==> src/rtl/div_hilo_ctrl_if.sv <==
// Divider-side bus between div_hilo_ctrl (master) and the sign_div iterative divider (slave).
interface div_hilo_ctrl_if;
   logic [63:0] div_data;
   logic        div_enable;
   logic        div_rst;
   logic        div_busy;
   logic [63:0] div_result;

   modport master (
      output div_data,
      output div_enable,
      output div_rst,
      input  div_busy,
      input  div_result
   );

   modport slave (
      input  div_data,
      input  div_enable,
      input  div_rst,
      output div_busy,
      output div_result
   );
endinterface

==> src/rtl/div_hilo_ctrl.sv <==
// DIV issue/writeback controller around sign_div: owns HI/LO, MTHI/MTLO, zero-divisor handling, hang watchdog.
// Optional macro DIV_ZERO_TRAP_EN: zero divisor raises div_zero_exc instead of the HI/LO bypass.
module div_hilo_ctrl #(
   parameter int unsigned DIV_CYCLES = 32,
   parameter int unsigned TIMEOUT    = 36
) (
   input  logic            clk_in,
   input  logic            reset,
   input  logic            div_start,
   input  logic [31:0]     rs_val,
   input  logic [31:0]     rt_val,
   input  logic            mthi_we,
   input  logic            mtlo_we,
   input  logic [31:0]     wdata,
   div_hilo_ctrl_if.master div_bus,
   output logic [31:0]     hi,
   output logic [31:0]     lo,
   output logic            stall,
   output logic            done,
   output logic            err
`ifdef DIV_ZERO_TRAP_EN
   ,
   output logic            div_zero_exc
`endif
);

   // A watchdog shorter than the divider would abort every divide, so clamp it just past DIV_CYCLES.
   localparam int unsigned TIMEOUT_EFF = (TIMEOUT > DIV_CYCLES) ? TIMEOUT : (DIV_CYCLES + 1);
   localparam int unsigned CNT_W       = $clog2(TIMEOUT_EFF + 1);
   localparam logic [CNT_W-1:0] CNT_LAST = CNT_W'(TIMEOUT_EFF - 1);
   localparam logic [CNT_W-1:0] CNT_ONE  = CNT_W'(1);
   localparam logic [CNT_W-1:0] CNT_ZERO = CNT_W'(0);

   typedef enum logic [1:0] {
      ST_IDLE   = 2'd0,
      ST_LAUNCH = 2'd1,
      ST_WAIT   = 2'd2,
      ST_WRITE  = 2'd3
   } state_t;

   state_t           state_r;
   state_t           state_nxt_s;
   logic [63:0]      op_r;
   logic [63:0]      op_nxt_s;
   logic [CNT_W-1:0] cnt_r;
   logic [CNT_W-1:0] cnt_nxt_s;
   logic [31:0]      hi_r;
   logic [31:0]      hi_nxt_s;
   logic [31:0]      lo_r;
   logic [31:0]      lo_nxt_s;
   logic             enable_r;
   logic             enable_nxt_s;
   logic             done_r;
   logic             done_nxt_s;
   logic             err_r;
   logic             err_nxt_s;
   logic             div_rst_r;
   logic             div_rst_nxt_s;
`ifdef DIV_ZERO_TRAP_EN
   logic             exc_r;
   logic             exc_nxt_s;
`endif

   // Next-state and next-register-value logic for the issue/writeback FSM.
   always_comb begin
      state_nxt_s   = state_r;
      op_nxt_s      = op_r;
      cnt_nxt_s     = cnt_r;
      hi_nxt_s      = hi_r;
      lo_nxt_s      = lo_r;
      enable_nxt_s  = 1'b0;
      done_nxt_s    = 1'b0;
      err_nxt_s     = err_r;
      div_rst_nxt_s = 1'b0;
`ifdef DIV_ZERO_TRAP_EN
      exc_nxt_s     = 1'b0;
`endif
      case (state_r)
         ST_IDLE: begin
            if (mthi_we) begin
               hi_nxt_s = wdata;
            end else begin
               hi_nxt_s = hi_r;
            end
            if (mtlo_we) begin
               lo_nxt_s = wdata;
            end else begin
               lo_nxt_s = lo_r;
            end
            if (div_start) begin
               if (rt_val != 32'd0) begin
                  op_nxt_s     = {rs_val, rt_val};
                  enable_nxt_s = 1'b1;
                  state_nxt_s  = ST_LAUNCH;
               end else begin
`ifdef DIV_ZERO_TRAP_EN
                  exc_nxt_s    = 1'b1;
`else
                  // Zero divisor never reaches the divider: HI takes the dividend, LO saturates.
                  hi_nxt_s     = rs_val;
                  lo_nxt_s     = 32'hFFFF_FFFF;
                  done_nxt_s   = 1'b1;
`endif
                  state_nxt_s  = ST_IDLE;
               end
            end else begin
               state_nxt_s = ST_IDLE;
            end
         end
         ST_LAUNCH: begin
            cnt_nxt_s   = CNT_ZERO;
            state_nxt_s = ST_WAIT;
         end
         ST_WAIT: begin
            cnt_nxt_s = cnt_r + CNT_ONE;
            if (!div_bus.div_busy) begin
               state_nxt_s = ST_WRITE;
            end else if (cnt_r == CNT_LAST) begin
               // Divider hung: drop the operation, flag it and clear sign_div.
               state_nxt_s   = ST_IDLE;
               err_nxt_s     = 1'b1;
               div_rst_nxt_s = 1'b1;
            end else begin
               state_nxt_s = ST_WAIT;
            end
         end
         ST_WRITE: begin
            hi_nxt_s    = div_bus.div_result[31:0];
            lo_nxt_s    = div_bus.div_result[63:32];
            done_nxt_s  = 1'b1;
            state_nxt_s = ST_IDLE;
         end
         default: begin
            state_nxt_s = ST_IDLE;
         end
      endcase
   end

   // State and datapath registers; div_rst_r resets high so the divider stays cleared one clock past release.
   always_ff @(posedge clk_in or negedge reset) begin
      if (!reset) begin
         state_r   <= ST_IDLE;
         op_r      <= 64'd0;
         cnt_r     <= CNT_ZERO;
         hi_r      <= 32'd0;
         lo_r      <= 32'd0;
         enable_r  <= 1'b0;
         done_r    <= 1'b0;
         err_r     <= 1'b0;
         div_rst_r <= 1'b1;
`ifdef DIV_ZERO_TRAP_EN
         exc_r     <= 1'b0;
`endif
      end else begin
         state_r   <= state_nxt_s;
         op_r      <= op_nxt_s;
         cnt_r     <= cnt_nxt_s;
         hi_r      <= hi_nxt_s;
         lo_r      <= lo_nxt_s;
         enable_r  <= enable_nxt_s;
         done_r    <= done_nxt_s;
         err_r     <= err_nxt_s;
         div_rst_r <= div_rst_nxt_s;
`ifdef DIV_ZERO_TRAP_EN
         exc_r     <= exc_nxt_s;
`endif
      end
   end

   assign stall              = (state_r != ST_IDLE);
   assign hi                 = hi_r;
   assign lo                 = lo_r;
   assign done               = done_r;
   assign err                = err_r;
   assign div_bus.div_data   = op_r;
   assign div_bus.div_enable = enable_r;
   assign div_bus.div_rst    = div_rst_r;
`ifdef DIV_ZERO_TRAP_EN
   assign div_zero_exc       = exc_r;
`endif

endmodule

==> src/flat_wrapper.sv <==
// flat-port wrapper written by rule: the top's interface ports become plain ports
module div_hilo_ctrl_flat 
#(
   parameter int unsigned DIV_CYCLES = 32,
   parameter int unsigned TIMEOUT    = 36
)
  (clk_in, reset, div_start, rs_val, rt_val, mthi_we, mtlo_we, wdata, hi, lo, stall, done, err, div_bus_div_data, div_bus_div_enable, div_bus_div_rst, div_bus_div_busy, div_bus_div_result);
  div_hilo_ctrl_if div_bus_i ();
  input  logic clk_in;
  input  logic reset;
  input  logic div_start;
  input  logic [31:0] rs_val;
  input  logic [31:0] rt_val;
  input  logic mthi_we;
  input  logic mtlo_we;
  input  logic [31:0] wdata;
  output logic [31:0] hi;
  output logic [31:0] lo;
  output logic stall;
  output logic done;
  output logic err;
  output wire logic [$bits(div_bus_i.div_data)-1:0] div_bus_div_data;
  output wire logic [$bits(div_bus_i.div_enable)-1:0] div_bus_div_enable;
  output wire logic [$bits(div_bus_i.div_rst)-1:0] div_bus_div_rst;
  input wire logic [$bits(div_bus_i.div_busy)-1:0] div_bus_div_busy;
  input wire logic [$bits(div_bus_i.div_result)-1:0] div_bus_div_result;
  assign div_bus_div_data = div_bus_i.div_data;
  assign div_bus_div_enable = div_bus_i.div_enable;
  assign div_bus_div_rst = div_bus_i.div_rst;
  assign div_bus_i.div_busy = div_bus_div_busy;
  assign div_bus_i.div_result = div_bus_div_result;
  div_hilo_ctrl #(.DIV_CYCLES(DIV_CYCLES), .TIMEOUT(TIMEOUT)) u_core (.clk_in(clk_in), .reset(reset), .div_start(div_start), .rs_val(rs_val), .rt_val(rt_val), .mthi_we(mthi_we), .mtlo_we(mtlo_we), .wdata(wdata), .div_bus(div_bus_i), .hi(hi), .lo(lo), .stall(stall), .done(done), .err(err));
endmodule
==> config.mk <==
export PLATFORM = sky130hd
export DESIGN_NAME = div_hilo_ctrl_flat
export DESIGN_NICKNAME = d
export VERILOG_FILES = /design/src/rtl/div_hilo_ctrl_if.sv /design/src/rtl/div_hilo_ctrl.sv /design/src/flat_wrapper.sv
export SDC_FILE = /design/constraint.sdc
export NUM_CORES = 1
export LEC_CHECK = 0
export BUFFER_PORTS_ARGS = -buffer_cell sky130_fd_sc_hd__clkbuf_2
export CORE_MARGIN = 2
export CORE_UTILIZATION = 40
export CTS_CLUSTER_DIAMETER = 40
export DETAILED_ROUTE_END_ITERATION = 12
export PLACE_DENSITY = 0.72
export SYNTH_ARGS = -nofsm -noshare
export SYNTH_HDL_FRONTEND = slang
export SYNTH_SLANG_ARGS = --single-unit
==> constraint.sdc <==
create_clock -name clk_in -period 1.8 [get_ports clk_in]
set_input_delay 0.36 -clock clk_in [delete_from_list [all_inputs] [get_ports clk_in]]
set_output_delay 0.36 -clock clk_in [all_outputs]
set_load 0.02 [all_outputs]
==> metrics, run 1 <==
worst path buffer plus inverter count=3; most common cell in the netlist=dfrtp_1; share of cells above drive strength 1=54.6%; Synth Area in XOR/XNOR=0.126%; kind of critical path=reg -> reg; Hold Worst Slack=0.189 ns; total core area=17100 sq um; CP startpoint kind=register; CP Data Arrival Time=2.05 ns; TritonCTS clock tree=built; final setup skew=0.00800 ns; gr usage total=25.2%; H-tree depth=4; PortBufs=298; max-slew violation count=0; Least-Margin Pin Slew=0.687 ns; CP required=2.09 ns; CTS Root Cell=clkbuf_16; slowest stage delay, CP=0.40 ns; Design Area, Final=10100 sq um; Congestion Overflow GR=0; initial antenna violation count=0; power per cell area=1990 nW/um^2; die area=18400 sq um; slew margin rel.=54.0%; FP Rows=48; area delta synth->final=45.3%; Die X=136 um; setup TNS=0 ns; Finish-stage setup viols=0; Starting Density=40.5%; total CTS buffers=17; final worst-path cycle share=97.5%; Clk Latency, worst-skew pair=0.42 ns; pin count of the biggest net entering global routing=43; post-synthesis compound-gate area fraction=20.5%; Seq cells post-synth=140; number of synthesized flops with an enable pin=0; critical path's slowest cell=dfrtp_1; Nets=1106; synth top area cells=dfrtp_1 (50%), mux2_4 (8.2%), mux2_2 (6.3%); Synth Area in Simple Gates=4.23%; Synth Area per Inst=11.7 sq um; maxcap violations=0; DR iter-0 viols=374; largest family of logic cells by synthesized area=compound AO/OA/AOI/OAI gates; cell area after synthesis=6930 sq um; top cell type's share of synthesized area=50.2%; worst ir drop on vdd=0.995 mV; Diodes inserted=0; yosys warns=0; vias per cell=5.53; Worst-path clk slew=0.06 ns; crit path time final=1.76 ns; remaining antenna violation count=0; sequential fraction of the synthesis area=50.6%; Leakage=4.96 nW; WL/cell=20.5 um; CTS Buffer Depth=2; DP Wirelength=16800 um; gpl congestion=0.866; async set-reset flop share out of synthesis=100%; top_reg_cell synth=dfrtp_1; TritonCTS sink count=140; status=complete, no violations; most frequent cells after synthesis=dfrtp_1 (139), a21oi_1 (48), mux2_2 (39); post-synthesis adder-cell area fraction=0.723%; Routed WL=24100 um; cell family contributing the most delay on the critical path=buffers and inverters; Critical Path Sink Type=register; first-pass GRT wire length=35500 um; Placed Area=9170 sq um; Synth area leader=dfrtp_1; RSZ-0062 raised after global routing=yes; CP Cell Sequence=ha_4, buf_8, buf_6, nor2_2, and4_1, buf_12, a221o_1; Max Clk Rate=570 MHz; chip height=136 um; DRC Markers=0; DRT Pass-1 Iters=5; via count=6497; Ports=299; syn nets=762; critical-path maximum fanout=13; worst min-delay path class=in -> reg; vias in the first global route=6439; count of different cell masters after synthesis=43; Cells after Synth=592; final-report hold violation count=0; mux share of post-synthesis cell area=17.6%
state kept, by name (all words and copies together) (netlist names):
name / count
u_core.div_bus.div_data: 64
u_core.hi: 32
u_core.lo: 32
u_core.cnt_r: 6
u_core.state_r: 2
u_core.div_bus.div_enable: 1
u_core.div_bus.div_rst: 1
u_core.done: 1
u_core.err: 1
path summary, 6_finish.rpt:
| kind | startpoint | to | slack [ns] | depth (start not counted) |
|---|---|---|---|---|
| max | u_core.state_r[0] | u_core.hi[18] | 0.04 | 7 |
| min | rs_val[26] | u_core.div_bus.div_data[58] | 0.19 | 2 |
| max reg2reg | u_core.state_r[0] | u_core.hi[18] | 0.04 | 7 |
| min reg2reg | u_core.err | u_core.err | 0.47 | 1 |
| max in group asynchronous | reset | u_core.div_bus.div_rst | 0.73 | 3 |
| min in group asynchronous | reset | u_core.div_bus.div_data[6] | 0.43 | 2 |
placed cells by master, fill, tap and decap left out, types with 21 or more instances in the layout:
cell and count:
buf_4 47, mux2_2 39, a21oi_1 47, clkbuf_2 297
mux2_4 38, inv_1 35, a22oi_1 31, o22ai_1 32
mux2i_1 21, nand2_1 24, dfrtp_1 139
cell type report:
| cell class | instances | area, sq um |
|---|---|---|
| multi-input cells | 370 | 3240 |
| fillers | 1436 | 7050 |
| well taps | 225 | 282 |
| inverters | 37 | 144 |
| clock buffers | 21 | 460 |
| clock inverters | 11 | 120 |
| repair buffers | 370 | 2320 |
| flip-flops and latches | 140 | 3500 |
through the flow:
step	worst slack, ns	power (mW)	utilization, %	cells
2_1_floorplan	0.00376	12.0	-	592
3_3_place_gp	-0.325	15.5	53.6	1132
3_5_place_dp	-0.313	15.7	53.6	1132
4_1_cts	0.00683	19.4	57.3	1166
5_1_grt	-0.0421	21.1	58.8	1174
6_report	0.0448	20.0	58.8	1174
cells by family (layout without fill, tap and decap cells):
logic type                 after synthesis  count (layout)
and+or+nand+nor                         57              58
adders and majority gates                4               4
DFF                                    140             140
buffers and inverters                   85             439
muxes                                   98              98
AOI/OAI and AO/OA                      207             209
xor gates and xnor gates                 1               1
power breakdown:
part	switching, mW	internal (mW)	leakage, nW	total (mW)
Combinational	6.02	4.80	3.03	10.8
Sequential	1.01	4.67	1.66	5.68
Clock	1.38	2.11	0.279	3.49
Total	8.42	11.6	4.96	20.0
repair_timing:
| action | in CTS | in global routing |
|---|---|---|
| gates resized for setup | 8 | 29 |
| setup endpoints to repair | 65 | 63 |
| hold endpoints to repair | 35 | 0 |
| hold buffers | 1 | 0 |
| gates cloned | 1 | 5 |
| pin swaps | 1 | 5 |
| setup buffers | 0 | 3 |
worst reg2reg max path: cells and delay by family (launching register included):
family                     cells  cell delay, ns
buffers and inverters          3            0.43
DFF                            1            0.40
AOI/OAI and AO/OA              1            0.36
and+or+nand+nor                2            0.28
adders and majority gates      1            0.17
layer usage:
| metal | track usage (%) | up-vias | part of all wire [%] |
|---|---|---|---|
| li1 | - | 2942 | - |
| met1 | 33.3 | 3207 | 42 |
| met2 | 41.0 | 296 | 49 |
| met3 | 4.79 | 52 | 6.3 |
| met4 | 9.84 | 0 | 2.7 |
| met5 | 0 | - | 0 |
Power figures use the tool's default switching activity.
==> inputs of run 2 (changes only) <==
- CORE_ASPECT_RATIO: default -> 1.1
==> run 2 against run 1 <==
Against the previous run:
- critical path depth decreased by 1
- die area is essentially flat
- utilization decreased by 1.0 points
- register-to-register slack about the same
==> metrics, run 2 (synthesized netlist as in run 1, its figures left out) <==
status=complete, no violations (unchanged); cell family contributing the most delay on the critical path=flip-flops (was buffers and inverters); Critical Path Sink Type=register (unchanged); FF-to-FF setup slack=0.04 ns (about the same); gpl congestion=0.793 (was 0.866); CP Cell Sequence=inv_1, ha_4, or2_2, a21oi_1, buf_12, a221o_1 (was ha_4, buf_8, buf_6, nor2_2, and4_1, buf_12, a221o_1); Crit Reg-Reg Startpoint=u_core.state_r[0] (unchanged); total core area=17000 sq um (was 17100 sq um); H-tree depth=4 (unchanged); DP Wirelength=16400 um (was 16800 um); TritonCTS clock tree=built (unchanged); via count=6469 (was 6497); setup TNS=0 ns (unchanged); Setup Slack @ Placement=-0.206 ns (was -0.313 ns); Worst-path clk slew=0.06 ns (about the same); Routed WL=22700 um (was 24100 um); share of cells above drive strength 1=52.2% (was 54.6%); Clk Latency, worst-skew pair=0.42 ns (about the same); most common cell after layout, fill and taps aside=clkbuf_2 (unchanged); area delta synth->final=42.0% (was 45.3%); Design Area, Final=9830 sq um (was 10100 sq um); fillers=1490 (was 1436); final worst slack=0.0428 ns (was 0.0448 ns); RSZ-0062 raised after global routing=yes (unchanged); worst min-delay path class=in -> reg (unchanged); Die X=129 um (was 136 um); DRC Markers=0 (unchanged); initial antenna violation count=0 (unchanged); Finish-stage setup viols=0 (unchanged); FP Rows=50 (was 48); Congestion Overflow GR=0 (unchanged); Starting Density=40.7% (was 40.5%); Leakage=4.89 nW (was 4.96 nW); Multi-input gate area=3080 sq um (was 3240 sq um); worst r2r dst=u_core.hi[31] (was u_core.hi[18]); Nets=1097 (was 1106); total CTS buffers=17 (unchanged); Least-Margin Pin Slew=0.401 ns (was 0.687 ns); power per cell area=1980 nW/um^2 (was 1990 nW/um^2); DRT Pass-1 Iters=7 (was 5); most frequent cells in the layout=clkbuf_2 (297), dfrtp_1 (139), a21oi_1 (48) (was clkbuf_2 (297), dfrtp_1 (139), a21oi_1 (47), buf_4 (47), mux2_2 (39)); CP required=2.15 ns (was 2.09 ns); TritonCTS sink count=140 (unchanged); gr usage total=24.3% (was 25.2%); remaining antenna violation count=0 (unchanged); CTS Root Cell=clkbuf_16 (unchanged); worst path buffer plus inverter count=2 (was 3); FF+latch area=3500 sq um (unchanged); slew margin rel.=73.2% (was 54.0%); vias per cell=5.51 (was 5.53); worst ir drop on vdd=1.03 mV (was 0.995 mV); kind of critical path=reg -> reg (unchanged); maxcap violations=0 (unchanged); first-pass GRT wire length=34200 um (was 35500 um); Pwr Total=19.5 mW (was 20.0 mW); critical-path maximum fanout=13 (unchanged); WL/cell=19.3 um (was 20.5 um); critical path's slowest cell=dfrtp_1 (unchanged); CTS Buffer Depth=2 (unchanged); max reg flops=64 (unchanged); final setup skew=0.00811 ns (was 0.00800 ns); Worst Hold Depth=2 (unchanged); Placed Area=9160 sq um (was 9170 sq um); pin count of the biggest net entering global routing=58 (was 43); final worst-path cycle share=97.6% (was 97.5%); Max Clk Rate=569 MHz (was 570 MHz); max-slew violation count=0 (unchanged); chip height=142 um (was 136 um); die area=18400 sq um (about the same); vias in the first global route=6523 (was 6439); CP startpoint kind=register (unchanged); final-report hold violation count=0 (unchanged); hold endpoint=u_core.div_bus.div_data[60] (was u_core.div_bus.div_data[58]); crit path time final=1.76 ns (about the same); CP Data Arrival Time=2.10 ns (was 2.05 ns); slowest stage delay, CP=0.42 ns (was 0.40 ns); FF-to-FF path depth=6 (was 7); Ports=299 (unchanged); DR iter-0 viols=422 (was 374); Diodes inserted=0 (unchanged); HP Start=rs_val[28] (was rs_val[26]); PortBufs=298 (unchanged)
-- run 2: cell types whose count changed in the layout (fill, tap and decap cells not counted), sizes merged --
cell	previous run	this run
o21ai	26	24
buf	69	65
inv	38	37
or2	4	3
bufbuf	0	1
clkbuf	321	318
clkinvlp	3	2
clkinv	5	6
-- run 2: power breakdown --
| group | internal [mW] | switching [mW] |
|---|---|---|
| clock | 2.14 | 1.34 |
| combinational | 4.56 | 5.75 |
| sequential | 4.67 | 0.990 |
| total | 11.4 | 8.09 |
-- run 2: layout make-up --
cell class	instances	area share, %
clock inverter	10	1.18
clock buffer	21	4.78
sequential	140	35.6
multi-input combinational	367	31.4
inverter	37	1.44
tap	234	2.98
timing repair buffer	364	22.6
-- run 2: worst max-delay path by stage --
stage / cells after the start / endpoint / from / slack, ns
CTS: 7 / u_core.hi[26] / u_core.state_r[1] / 0.04
finish: 6 / u_core.hi[31] / u_core.state_r[0] / 0.04
detailed placement: 6 / u_core.div_bus.div_data[44] / rt_val[21] / -0.21
floorplan: 7 / u_core.div_bus.div_data[0] / rt_val[25] / 0.004
global placement: 6 / u_core.div_bus.div_data[44] / rt_val[1] / -0.17
global route: 7 / u_core.hi[9] / u_core.state_r[1] / -0.03
-- run 2: routing by layer --
metal | GRT usage [%] | wire (um)
met5 | 0 | 0
met4 | 13.1 | 1040
met3 | 5.53 | 1460
met2 | 40.1 | 11200
met1 | 29.5 | 8970
-- run 2: what timing repair did --
| action | 4_1_cts | 5_1_grt |
|---|---|---|
| pin swaps | 0 | 1 |
| endpoints found under the setup margin | 15 | 39 |
| hold endpoints to repair | 18 | 0 |
| resized for setup | 6 | 11 |
| buffers inserted | 0 | 0 |
| cloned | 1 | 0 |
| hold buffers | 1 | 0 |
-- run 2: per-stage QoR --
| stage | utilization [%] | cells | hold slack, ns |
|---|---|---|---|
| 6_report | 57.8 | 1173 | 0.187 |
| 2_1_floorplan | - | 592 | 0.0644 |
| 3_5_place_dp | 53.8 | 1140 | 0.230 |
| 4_1_cts | 57.7 | 1173 | 0.169 |
| 3_3_place_gp | 53.8 | 1140 | 0.229 |
| 5_1_grt | 57.8 | 1173 | 0.176 |
